<file path="src/rtl/bcd_display_scanner.sv">
`default_nettype none
// ============================================================================
//  Module      : bcd_display_scanner
//  Description : Time-multiplexed, double-buffered scan driver for a DIGITS-wide
//                common-anode 7-segment display; feeds bcd_to_7segment.
//                Optional leading-zero blanking when BCD_SCAN_LZB_EN is defined.
//  Revision    : 1.0 - initial release
// ============================================================================
module bcd_display_scanner #(
    parameter int DIGITS      = 4,
    parameter int REFRESH_DIV = 50000
) (
    input  logic                  clk,
    input  logic                  reset,
    input  logic                  load,
    input  logic [4*DIGITS-1:0]   value_in,
    output logic [3:0]            bcd,
    output logic [DIGITS-1:0]     anode,
    output logic                  frame_start
);

    localparam int PW = (REFRESH_DIV > 1) ? $clog2(REFRESH_DIV) : 1;
    localparam int IW = (DIGITS > 1) ? $clog2(DIGITS) : 1;
    localparam logic [PW-1:0] C_PRE_LAST = PW'(REFRESH_DIV - 1);
    localparam logic [IW-1:0] C_IDX_LAST = IW'(DIGITS - 1);

    logic [PW-1:0]          r_pre;
    logic [IW-1:0]          r_idx;
    logic [4*DIGITS-1:0]    r_shadow;
    logic [4*DIGITS-1:0]    r_active;

    logic                   w_tick;
    logic                   w_wrap;
    logic [IW-1:0]          w_idx_n;
    logic [4*DIGITS-1:0]    w_next_active;
    logic [3:0]             w_nibble;
    logic [DIGITS-1:0]      w_anode_n;
    logic                   w_sel_blank;

    assign w_tick  = (r_pre == C_PRE_LAST);
    assign w_idx_n = (r_idx == C_IDX_LAST) ? '0 : r_idx + 1'b1;
    assign w_wrap  = (w_idx_n == '0);

    // A load coinciding with the frame transfer bypasses the shadow register.
    assign w_next_active = w_wrap ? (load ? value_in : r_shadow) : r_active;

    always_comb begin
        w_nibble = 4'h0;
        for (int k = 0; k < DIGITS; k++) begin
            if (w_idx_n == IW'(k)) begin
                w_nibble = w_next_active[4*k +: 4];
            end
        end
    end

    always_comb begin
        w_anode_n = '1;
        for (int k = 0; k < DIGITS; k++) begin
            w_anode_n[k] = (w_idx_n != IW'(k));
        end
    end

`ifdef BCD_SCAN_LZB_EN
    logic [DIGITS:1]        w_zero_run;
    logic [DIGITS-1:0]      w_mask;
    logic [DIGITS-1:0]      w_blank_n;
    logic [DIGITS-1:0]      r_blank;

    // Zero run from the most significant digit downward; digit 0 always shows.
    assign w_zero_run[DIGITS] = 1'b1;
    assign w_mask[0]          = 1'b0;

    genvar gk;
    generate
        for (gk = DIGITS - 1; gk >= 1; gk--) begin : g_zero_run
            assign w_zero_run[gk] = w_zero_run[gk+1] & (w_next_active[4*gk +: 4] == 4'h0);
            assign w_mask[gk]     = w_zero_run[gk];
        end
    endgenerate

    assign w_blank_n = w_wrap ? w_mask : r_blank;

    always_comb begin
        w_sel_blank = 1'b0;
        for (int k = 0; k < DIGITS; k++) begin
            if (w_idx_n == IW'(k)) begin
                w_sel_blank = w_blank_n[k];
            end
        end
    end

    always_ff @(posedge clk or posedge reset) begin
        if (reset) begin
            r_blank <= '0;
        end else if (w_tick && w_wrap) begin
            r_blank <= w_mask;
        end
    end
`else
    assign w_sel_blank = 1'b0;
`endif

    always_ff @(posedge clk or posedge reset) begin
        if (reset) begin
            r_pre       <= '0;
            r_idx       <= C_IDX_LAST;
            r_shadow    <= '0;
            r_active    <= '0;
            bcd         <= 4'h0;
            anode       <= '1;
            frame_start <= 1'b0;
        end else begin
            r_pre       <= w_tick ? '0 : r_pre + 1'b1;
            frame_start <= 1'b0;
            if (load) begin
                r_shadow <= value_in;
            end
            if (w_tick) begin
                r_idx       <= w_idx_n;
                r_active    <= w_next_active;
                frame_start <= w_wrap;
                if (w_sel_blank) begin
                    anode <= '1;
                    bcd   <= 4'hF;
                end else begin
                    anode <= w_anode_n;
                    bcd   <= w_nibble;
                end
            end
        end
    end

endmodule
`default_nettype wire

</file>
<file path="config.mk">
export PLATFORM = sky130hd
export DESIGN_NAME = bcd_display_scanner
export DESIGN_NICKNAME = d
export VERILOG_FILES = /design/src/rtl/bcd_display_scanner.sv
export SDC_FILE = /design/constraint.sdc
export NUM_CORES = 1
export LEC_CHECK = 0
export CAP_MARGIN = 15
export CORE_MARGIN = 2
export CORE_UTILIZATION = 50
export DETAILED_ROUTE_END_ITERATION = 6
export PLACE_DENSITY = 0.76
export SLEW_MARGIN = 0
export SYNTH_ARGS = -nofsm -noshare
export SYNTH_HDL_FRONTEND = slang
export SYNTH_SLANG_ARGS = --single-unit
</file>
<file path="constraint.sdc">
create_clock -name clk -period 4.65 [get_ports clk]
set_input_delay 1.395 -clock clk [delete_from_list [all_inputs] [get_ports clk]]
set_output_delay 1.395 -clock clk [all_outputs]
set_load 0.05 [all_outputs]
</file>
Word-level counts from Yosys, hierarchy flattened
Index checks and enable logic that the tools add are counted.
{"block": "totals", "input_bits": 19, "regBits": 59, "elab_cells": 28}
{"block": "op_classes", "n_reduce_logical": 2, "eq_ne": 8, "mux": 9, "n_addsub": 2}
{"cell": "$mux W16", "count": 3}
{"cell": "$add A16 B1 Y16 const B", "count": 1}
{"cell": "$eq A16 B16 Y1 const B", "count": 1}
{"cell": "$mux W4", "count": 4}
{"cell": "$eq A2 B2 Y1 const B", "count": 3}
{"cell": "$ne A2 B2 Y1 const B", "count": 2}
{"cell": "$add A2 B1 Y2 const B", "count": 1}
{"cell": "$eq A2 B1 Y1 const B", "count": 1}
{"cell": "$logic_not A2 Y1", "count": 1}
{"cell": "$mux W2", "count": 1}
{"cell": "$ne A2 B1 Y1 const B", "count": 1}
{"cell": "$reduce_bool A2 Y1", "count": 1}
{"cell": "$mux W1", "count": 1}

Depth between registers and ports, before layout
{"block": "logic_depth", "ltp_word": 8, "depth_mapped": 6, "ltp_nobuf": 6}

Least setup slack after synthesis
No wires, ideal clock.
{"block": "synth_timing", "kind": "input to register", "start": "input load", "end": "register r_active[12]", "cell_stages": 5, "setup_ps": 125, "arrival_ps": 2886, "slack_ps": 1639, "path_buffers": 2, "path_cell_list": "clkbuf_1 buf_1 mux2_2 mux2_2 mux2_2"}
{"block": "synth_between", "elab_chain_cells": 2}
{"element": "start, declared", "line": "15", "text": "input logic load,"}
{"element": "$mux W16"}
{"element": "$mux W16", "line": "45", "text": "assign w_next_active = w_wrap ? (load ? value_in : r_shadow) : r_active;"}
{"element": "end signal, assigned", "line": "120", "text": "r_active <= w_next_active;"}
{"element": "end, declared", "line": "30", "text": "logic [4*DIGITS-1:0] r_active;"}
No other way between the ends.
A chain may end at the register's enable or synchronous reset.

Worst setup path in the final report
{"block": "layout_timing", "start": "input load", "end": "register bcd[2]"}
{"block": "layout_between", "elab_chain_cells": 6}
{"element": "$mux W16 *"}
{"element": "$mux W16 *", "line": "45"}
{"element": "$mux W4 (3 in series)", "line": "50", "text": "if (w_idx_n == IW'(k)) begin"}
{"element": "$mux W4 *", "line": "50"}
{"element": "end signal, assigned", "line": "127", "text": "bcd <= w_nibble;"}
{"element": "end, declared", "line": "17", "text": "output logic [3:0] bcd,"}
Mark *: on every way between the ends. The rest lies on a longest branch, timed or not.

==> results.py <==
metrics = {
    "cts": {
        "path_clk_slew_ns": 0.10,
        "insertion_delay_ns": 0.30,
        "hold_buffers": 0,
        "postCtsSetupBuffers": 0,
        "root_buffer": "clkbuf_8",
        "numCtsBuffers": 5,
        "clk_path_buf_depth": 2,
        "cts_tree": "done",
        "ctsResizeCount": 0,
        "cts_sinks": 55,
        "htreeDepth": 2,
    },
    "power_and_ir_drop": {
        "peakVddDrop_mv": 0.154,
        "comb_power_share_pct": 7.2,
        "swShare_pct": 22.3,
        "intPower_uw": 634,
        "p_per_area_mw_per_mm2": 273,
        "leakage_nw": 1.28,
        "pwr-share-clk_pct": 31.4,
        "p_switching_uw": 182,
        "power_frac_seq_pct": 61.3,
    },
    "timing": {
        "setup_ws_ns": 1.45,
        "tightest_slew_ns": 0.754,
        "setup_tns_ns": 0,
        "finalMaxSlewViolations": 0,
        "setup_viol": 0,
        "timing.final.crit_share_pct": 68.7,
        "slew_headroom_pct": 49.6,
        "holdWs_ns": 0.470,
        "hold_viol": 0,
        "finClkSkew_ns": 0.00819,
        "clock.fmax_mhz": 313,
        "rsz0062_at_grt": "no",
        "fin_crit_ns": 3.20,
    },
    "synthesis": {
        "yosys_register_bits": 55,
        "synth_cells": 208,
        "synth_edf_count": 0,
        "syn-cell-area_mm2": 0.00256,
        "synth_seq_area_share_pct": 54.0,
        "syn-num-nets": 232,
        "synth.distinct_cells": 37,
        "async_reset_ff_share_pct": 100,
        "synth-main-ff-cell": "dfrtp_1",
        "avgSynthCellArea_um2": 12.3,
        "yosysWarnings": 0,
    },
    "critical_path": {
        "crit_path_max_fanout": 16,
        "cp.arrival_ns": 3.38,
        "rrSetupSlack_ns": 2.26,
        "worstReg2RegEnd": "r_active[14]",
        "timing.rr.start": "r_pre[7]",
        "end_kind": "flop",
        "critPathRequiredTime_ns": 4.83,
        "critPathKind": "in -> reg",
        "crit_path_start_kind": "input pin",
        "reg2reg_depth": 5,
    },
    "placed_design": {
        "dp_slack_ns": 1.10,
        "dp_cells": 300,
        "hpwl_um": 3330,
        "io_buffer_count": 27,
        "gp_congestion": 0.826,
    },
    "run_status": {
        "status": "complete, no violations",
    },
    "global_routing": {
        "grt_pass1_wl_um": 7930,
        "grt.total_usage_pct": 18.7,
        "grt_start_max_net_pins": 36,
        "antenna_found_initial": 0,
        "grt_pass1_vias": 1667,
        "gr-total-overflow": 0,
    },
    "die": {
        "initial_core_util_pct": 51.1,
        "die_h_um": 75.6,
        "rows": 26,
        "io_pins": 28,
        "die_w_um": 75.6,
        "die_area_mm2": 0.00571,
        "core_mm2": 0.00501,
    },
    "cells_and_area": {
        "final_nets": 261,
        "drive_above_1_share_pct": 22.7,
        "area_delta_synth_final_pct": 16.7,
        "layout_common_cells": "dfrtp_1, clkdlybuf4s50_1, mux2_2",
        "final_common_cell": "dfrtp_1",
        "antenna_cells": 0,
        "instances_no_fill": 308,
    },
    "routing": {
        "wl_um": 4790,
        "route.vias.total": 1655,
        "viasPerCell": 5.37,
        "first_iter_violations": 92,
        "postRouteAntennaNets": 0,
        "detail_route.wl_per_cell_um": 15.5,
        "drt-pass1-iter-count": 4,
        "drc": 0,
    },
    "job": {
        "drv_cap": 0,
    },
    "hold_path": {
        "worst_hold_startpoint": "anode[3]",
        "hold_end": "anode[3]",
        "min_path_cells": 2,
        "hp-class": "reg -> reg",
    },
}
==> state kept, by name (all words and copies together) (netlist names) <==
register,cells
r_pre,16
r_shadow,16
r_active,12
anode,4
bcd,4
r_idx,2
frame_start,1
==> critical path, stage by stage <==
cell	delay (ns)
clkdlybuf4s50_1	0.96
mux2_2	0.43
a221o_1	0.32
o221ai_1	0.15
a31oi_1	0.11
==> power groups by stage <==
stage / clock (mW) / combinational (mW) / sequential (mW)
4_1_cts: 0.264 / 0.0602 / 0.501
3_3_place_gp: 0 / 0.0588 / 0.509
5_1_grt: 0.279 / 0.0652 / 0.502
2_1_floorplan: 0 / 0.0361 / 0.508
6_report: 0.257 / 0.0592 / 0.501
3_5_place_dp: 0 / 0.0599 / 0.510
==> worst max-delay path by stage <==
stage / startpoint / endpoint / slack, ns
after global placement: load / bcd[2] / 1.18
final: load / bcd[2] / 1.45
after global routing: load / bcd[0] / 1.38
after CTS: load / bcd[2] / 1.43
after floorplan: load / r_active[12] / 1.64
after detailed placement: load / bcd[2] / 1.10
==> layout make-up <==
cell class                 count  area [um2]
tap                           70        87.6
clock buffer                   6        72.6
inverter                      13        48.8
fill                         427        2020
multi-input combinational    133        1100
timing repair buffer          29         285
sequential                    55        1380
clock inverter                 2        12.5
==> metal layers <==
metal / track usage, % / up-vias / share of wire (%)
met3: 2.78 / 7 / 2.9
met5: 0 / - / 0
met2: 29.8 / 30 / 48
met1: 26.2 / 822 / 47
met4: 7.21 / 0 / 1.6
li1: - / 796 / -
==> cell usage after synthesis, types with 2 or more instances <==
library cell   n  share of area [%]
nand4_1        5                1.2
nand2_1        9                1.3
xor2_1         7                2.4
nor3_1         2               0.39
nor2b_1        4               0.98
o221ai_1       4                1.4
buf_1          2               0.29
a221o_1        4                1.6
o31ai_1        2               0.59
a31oi_1        4               0.98
mux2_4         7                4.1
dfstp_2        6                6.2
xnor2_1        5                1.7
inv_1         13                1.9
nand3_1        9                1.8
a21oi_1       10                2.0
dfrtp_1       49                 48
o21ai_0        2               0.39
mux2_2        25                 11
or4_1          2               0.59
ha_1           5                2.4
nor2_1        10                1.5
and3_1         5                1.2
mux2i_1        3                1.2
clkbuf_1       2               0.29
==> metrics by stage <==
| stage | utilization (%) | cell area (um2) | total power, mW |
|---|---|---|---|
| after floorplan | - | 2560 | 0.544 |
| after global placement | 58.0 | 2900 | 0.568 |
| after detailed placement | 58.0 | 2900 | 0.570 |
| after CTS | 59.7 | 2990 | 0.825 |
| after global routing | 59.7 | 2990 | 0.846 |
| final | 59.7 | 2990 | 0.817 |
==> cells by family after synthesis <==
logic type | after synthesis | synth area share (%)
buffers and inverters | 20 | 3.42
adders and majority gates | 5 | 2.44
xor gates and xnor gates | 12 | 4.10
muxes | 35 | 16.3
and+or+nand+nor | 54 | 12.6
AOI/OAI and AO/OA | 27 | 7.13
DFF | 55 | 54.0
Power figures use the tool's default switching activity.
